==> src/rtl/imem_loader.sv <==
// imem_loader: byte-stream program loader for the instruction memory.
// Receives a count byte N followed by 4N little-endian bytes over a
// valid/ready link, writes N 32-bit words to addresses 0..N-1, then pulses
// core_start and stays busy until the core raises core_done.
// Optional feature macro: IMEM_LOADER_CHECKSUM_EN adds a trailing XOR
// checksum byte (CHECK state) and a sticky err flag.
//
// Handshake: a byte moves on a rising edge where in_valid && in_ready are
// both high; in_ready is a registered output and never depends on in_valid.
module imem_loader #(
  parameter int ADDR_W = 8
) (
  input  logic              clk,
  input  logic              rst,
  input  logic              in_valid,
  input  logic [7:0]        in_data,
  output logic              in_ready,
  output logic              mem_we,
  output logic [ADDR_W-1:0] mem_addr,
  output logic [31:0]       mem_wdata,
  output logic              core_start,
  input  logic              core_done,
  output logic              busy,
  output logic              err,
  output logic [2:0]        dbg_state
);

  typedef enum logic [2:0] {
    S_IDLE  = 3'd0,
    S_DATA  = 3'd1,
    S_WRITE = 3'd2,
`ifdef IMEM_LOADER_CHECKSUM_EN
    S_CHECK = 3'd3,
`endif
    S_START = 3'd4,
    S_RUN   = 3'd5
  } state_t;

  state_t            state;
  logic [ADDR_W-1:0] last_idx;  // index of the final word (N-1, N==0 wraps to all ones)
  logic [ADDR_W-1:0] idx;
  logic [1:0]        byte_cnt;
  logic [23:0]       wbuf;      // first three bytes of the current word
  logic [ADDR_W-1:0] cnt_in;
  logic              accept;

  assign cnt_in    = ADDR_W'(in_data);
  assign accept    = in_valid && in_ready;
  assign dbg_state = state;

`ifdef IMEM_LOADER_CHECKSUM_EN
  logic [7:0] csum;
  logic       err_q;
  assign err = err_q;
`else
  assign err = 1'b0;
`endif

  // Loader FSM with registered handshake, memory-write and core-control outputs.
  always_ff @(posedge clk or negedge rst) begin
    if (!rst) begin
      state      <= S_IDLE;
      last_idx   <= '0;
      idx        <= '0;
      byte_cnt   <= '0;
      wbuf       <= '0;
      in_ready   <= 1'b0;
      mem_we     <= 1'b0;
      mem_addr   <= '0;
      mem_wdata  <= '0;
      core_start <= 1'b0;
      busy       <= 1'b0;
`ifdef IMEM_LOADER_CHECKSUM_EN
      csum       <= '0;
      err_q      <= 1'b0;
`endif
    end else begin
      mem_we     <= 1'b0;
      core_start <= 1'b0;
      case (state)
        S_IDLE: begin
          in_ready <= 1'b1;
          if (accept) begin
            last_idx <= cnt_in - {{(ADDR_W-1){1'b0}}, 1'b1};
            idx      <= '0;
            byte_cnt <= '0;
            busy     <= 1'b1;
            state    <= S_DATA;
`ifdef IMEM_LOADER_CHECKSUM_EN
            csum     <= '0;
            err_q    <= 1'b0;
`endif
          end
        end
        S_DATA: begin
          if (accept) begin
            wbuf     <= {in_data, wbuf[23:8]};
            byte_cnt <= byte_cnt + 2'd1;
`ifdef IMEM_LOADER_CHECKSUM_EN
            csum     <= csum ^ in_data;
`endif
            if (byte_cnt == 2'd3) begin
              mem_we    <= 1'b1;
              mem_addr  <= idx;
              mem_wdata <= {in_data, wbuf};
              in_ready  <= 1'b0;
              state     <= S_WRITE;
            end
          end
        end
        S_WRITE: begin
          if (idx == last_idx) begin
`ifdef IMEM_LOADER_CHECKSUM_EN
            in_ready   <= 1'b1;
            state      <= S_CHECK;
`else
            core_start <= 1'b1;
            state      <= S_START;
`endif
          end else begin
            idx      <= idx + {{(ADDR_W-1){1'b0}}, 1'b1};
            in_ready <= 1'b1;
            state    <= S_DATA;
          end
        end
`ifdef IMEM_LOADER_CHECKSUM_EN
        S_CHECK: begin
          if (accept) begin
            if (in_data == csum) begin
              in_ready   <= 1'b0;
              core_start <= 1'b1;
              state      <= S_START;
            end else begin
              err_q    <= 1'b1;
              busy     <= 1'b0;
              in_ready <= 1'b1;
              state    <= S_IDLE;
            end
          end
        end
`endif
        S_START: begin
          state <= S_RUN;
        end
        S_RUN: begin
          if (core_done) begin
            busy     <= 1'b0;
            in_ready <= 1'b1;
            state    <= S_IDLE;
          end
        end
        default: begin
          in_ready <= 1'b0;
          busy     <= 1'b0;
          state    <= S_IDLE;
        end
      endcase
    end
  end

endmodule

==> config.mk <==
export PLATFORM = sky130hd
export DESIGN_NAME = imem_loader
export DESIGN_NICKNAME = d
export VERILOG_FILES = /design/src/rtl/imem_loader.sv
export SDC_FILE = /design/constraint.sdc
export NUM_CORES = 1
export LEC_CHECK = 0
export CORE_AREA = 10 10 117 119
export CTS_CLUSTER_SIZE = 16
export DETAILED_ROUTE_END_ITERATION = 16
export DIE_AREA = 0 0 127 129
export DONT_BUFFER_PORTS = 1
export PLACE_DENSITY_LB_ADDON = 0.25
export SLEW_MARGIN = 25
export SYNTH_ARGS = -nofsm -noshare
export SYNTH_HDL_FRONTEND = slang
export SYNTH_SLANG_ARGS = --single-unit
==> constraint.sdc <==
create_clock -name clk -period 2.1 [get_ports clk]
set_clock_uncertainty 0.2 [all_clocks]
set_input_delay 0.21 -clock clk [delete_from_list [all_inputs] [get_ports clk]]
set_output_delay 0.21 -clock clk [all_outputs]
set_load 0.02 [all_outputs]
==> impl_results.rst <==
.. list-table::
   :header-rows: 1

   * - Metric
     - Value
   * - Outcome
     - finished, violations left
   * - Violated checks
     - negative hold slack
   * - Clock tree from TritonCTS
     - done
   * - Clock sink total
     - 89
   * - Clock buffer count from CTS
     - 9
   * - Top-level I/O count
     - 60
   * - Number of buffers inserted for hold repair after clock tree synthesis
     - 10
   * - Top-area cell type share of the netlist area
     - approximately 57%
   * - Minimum clock period
     - between 1.5 and 2 ns
   * - Prevailing post-synth register cell
     - sky130_fd_sc_hd__dfrtp_1
   * - Drt initial violations
     - 76
   * - Via Count
     - around 2200
   * - Register bit total from synthesis
     - 89
   * - Class of the tightest hold or removal check
     - in -> async
   * - Clock network power share
     - between 20% and 30%
   * - Root buffer cell
     - sky130_fd_sc_hd__clkbuf_16
   * - Clock-pin slew on the worst setup and hold paths
     - roughly 0.06 ns
   * - GRT Util Overall
     - about a tenth
   * - Die outline area
     - 16380 µm²
   * - Area overhead of the layout relative to synthesis
     - 16.19%
   * - Setup repair after global routing missed its margin
     - no
   * - Cell area after synthesis
     - between 3000 and 4000 µm²
   * - Leading post-synthesis cells by instance count
     - sky130_fd_sc_hd__dfrtp_1, sky130_fd_sc_hd__mux2_2, sky130_fd_sc_hd__mux2_4
   * - Highest ir drop seen on vdd
     - between 0.0005 and 0.0006 V
   * - DRC violations left
     - 0
   * - Net total in the final layout
     - around 320
   * - P_int
     - around 4.5 mW
   * - Count of unique library cells instantiated by Yosys
     - 45
   * - Crit path DAT
     - 1.97 ns
   * - Setup Crit Path Kind
     - reg -> reg
   * - Total number of placement rows
     - 39
   * - Number of max-slew violations in the final report
     - 0
   * - Kind of end point of the critical path
     - flip-flop
   * - Final weighted congestion in routability-driven placement
     - 0.7775
   * - Iteration count of the initial detailed-routing pass
     - 4
   * - Share of total power consumed by net switching
     - between 30% and 40%
   * - Final critical-path share of the clock period
     - 92.41%
   * - Data required time at the worst endpoint
     - 2.13 ns
   * - Fraction of final layout cells sized beyond drive strength 1
     - about a third
   * - Dominant cell by count in the synthesized netlist
     - sky130_fd_sc_hd__dfrtp_1
   * - Congestion Overflow GR
     - 0
   * - Final Non-Filler Cells
     - roughly 450
   * - CTS-repair resized insts
     - 0
   * - Max-cap check violation count
     - 0
   * - Post-CTS setup buffers
     - 0
   * - Yosys warnings
     - 0
   * - Endpoints failing setup
     - 0
   * - Peak Freq
     - about 500 MHz
   * - Share of total power in sequential cells
     - between 40% and 50%
   * - Leading area contributor after synthesis
     - sky130_fd_sc_hd__dfrtp_1
   * - CTS max path bufs
     - 2
   * - Post-route ant nets
     - 0
   * - Core footprint
     - roughly 11000 µm²
   * - Power, Total
     - around 6.7 mW
   * - Antenna violations before repair
     - 1
   * - Fraction of registers with async set/reset
     - 100.0%
   * - Startpoint type of the worst setup path
     - flip-flop
   * - Leak Pwr
     - just over 2 nW
   * - Post-DP HPWL
     - around 5.4 mm
   * - Number of global-route vias before repair
     - roughly 2300
   * - Top area cells in the synthesized netlist
     - sky130_fd_sc_hd__dfrtp_1, sky130_fd_sc_hd__mux2_4, sky130_fd_sc_hd__mux2_2, sky130_fd_sc_hd__o21ai_0, sky130_fd_sc_hd__xnor2_1
   * - Number of buffer cells added on primary ports
     - 0
   * - Maximum number of pins on one net before global-route repair
     - 90
   * - Average size of a mapped cell
     - roughly 14 µm²
   * - Switching component of the power
     - ~2.2 mW
   * - Number of enable-type register cells in the synthesized netlist
     - 0
   * - Clock latency at the later pin of the worst-skew pair
     - roughly 0.35 ns
   * - Count of endpoints failing hold in the final timing report
     - 89
   * - WL/cell
     - 17.81 µm
   * - Power share of the combinational group
     - a little under a quarter
   * - Total placed cells including tap cells
     - ~430
   * - Number of nets produced by synthesis
     - between 200 and 300
   * - Setup total negative slack
     - 0 ns
   * - First-pass GRT wire length
     - approximately 13 mm
   * - H-tree depth
     - 3
   * - DIE HEIGHT
     - 129 µm
   * - Gate count after technology mapping
     - between 200 and 300
   * - Effective utilization at floorplan
     - 34.26%
   * - Worst hold margin
     - -0.6425 ns
   * - Total wire length after detailed routing
     - around 8.1 mm
   * - Vias per Instance
     - between 4 and 5
   * - CP Max Fanout
     - 26
   * - Horizontal die dimension
     - 127 µm
   * - Share of the yosys chip area belonging to registers
     - 57.42%
   * - Power per unit of standard cell area
     - approximately 1500 nW/µm²
## sequential cells by signal (all words and copies together), names as in the netlist
name,count
dbg_state,3
wbuf,24
idx,8
mem_addr,8
last_idx,8
busy,1
mem_we,1
byte_cnt,2
in_ready,1
core_start,1
mem_wdata,32
## worst max-delay path, stage by stage, from the launching register on
cell and delay [ns]:
sky130_fd_sc_hd__dfrtp_1 0.40, sky130_fd_sc_hd__nand2_1 0.15, sky130_fd_sc_hd__nor4b_4 0.37, sky130_fd_sc_hd__nand2_4 0.07, sky130_fd_sc_hd__buf_4 0.27, sky130_fd_sc_hd__mux2_4 0.34
## metrics by stage
step / utilization [%] / cell area [µm²] / worst slack (ns)
after floorplan: - / 3879 / 0.1393
after global placement: 36.03 / 4079 / 0.1923
after detailed placement: 36.03 / 4079 / 0.1562
after CTS: 39.79 / 4504 / 0.1439
after global routing: 39.81 / 4507 / 0.07177
final: 39.81 / 4507 / 0.1595
## power groups by stage
stage	Sequential (mW)	Combinational, mW	Clock [mW]
global placement	3.39	1.55	0
floorplan	3.20	1.35	0
global route	3.45	1.74	1.89
finish	3.33	1.60	1.76
CTS	3.37	1.63	1.81
detailed placement	3.40	1.60	0
## metal layers
layer	GRT usage, %	routed length [µm]
met3	3.655	541
met1	12.33	3661
met5	0	0
met2	15.13	3684
met4	5.626	180
## placed cells by master (no fill, tap or decap), types with 8 or more instances in the layout
master / count
sky130_fd_sc_hd__dlygate4sd3_1: 10
sky130_fd_sc_hd__xnor2_1: 11
sky130_fd_sc_hd__mux2_2: 31
sky130_fd_sc_hd__mux2_4: 29
sky130_fd_sc_hd__buf_4: 14
sky130_fd_sc_hd__o21ai_0: 20
sky130_fd_sc_hd__clkbuf_16: 9
sky130_fd_sc_hd__dfrtp_1: 89
sky130_fd_sc_hd__a21oi_1: 8
sky130_fd_sc_hd__nand2_1: 22
## kinds of logic (layout without fill, tap and decap cells)
kind of cell	after synthesis	in the layout	synth area share [%]
other	1	2	0.09668
and+or+nand+nor	52	52	7.323
DFF	89	89	57.42
adders and majority gates	3	3	0.9678
buffers and inverters	20	47	3.484
xor gates and xnor gates	14	14	3.161
AOI/OAI and AO/OA	41	41	6.742
muxes	62	62	20.81
## worst paths after layout
path                       depth (start not counted)                        end                  from  slack, ns
max                                                5  mem_wdata[29]$_DFFE_PN0P_  in_ready$_DFFE_PN0P_       0.16
min                                                0    mem_addr[3]$_DFFE_PN0P_                   rst      -0.64
max reg2reg                                        5  mem_wdata[29]$_DFFE_PN0P_  in_ready$_DFFE_PN0P_       0.16
min reg2reg                                        1   mem_wdata[0]$_DFFE_PN0P_   wbuf[0]$_DFFE_PN0P_       0.30
max in group asynchronous                          0       in_ready$_DFFE_PN0P_                   rst       2.17
min in group clk                                   4    last_idx[4]$_DFFE_PN0P_            in_data[2]       0.01
## area by class of cell
class                      instances  area [µm²]
sequential                        89        2227
clock inverter                     7       100.1
fill                            1095        6814
tap                              143       178.9
timing repair buffer              25       225.2
antenna                            1       2.502
clock buffer                       9       225.2
multi-input combinational        173        1525
inverter                           6       22.52
(Power assumes the default switching activity.)
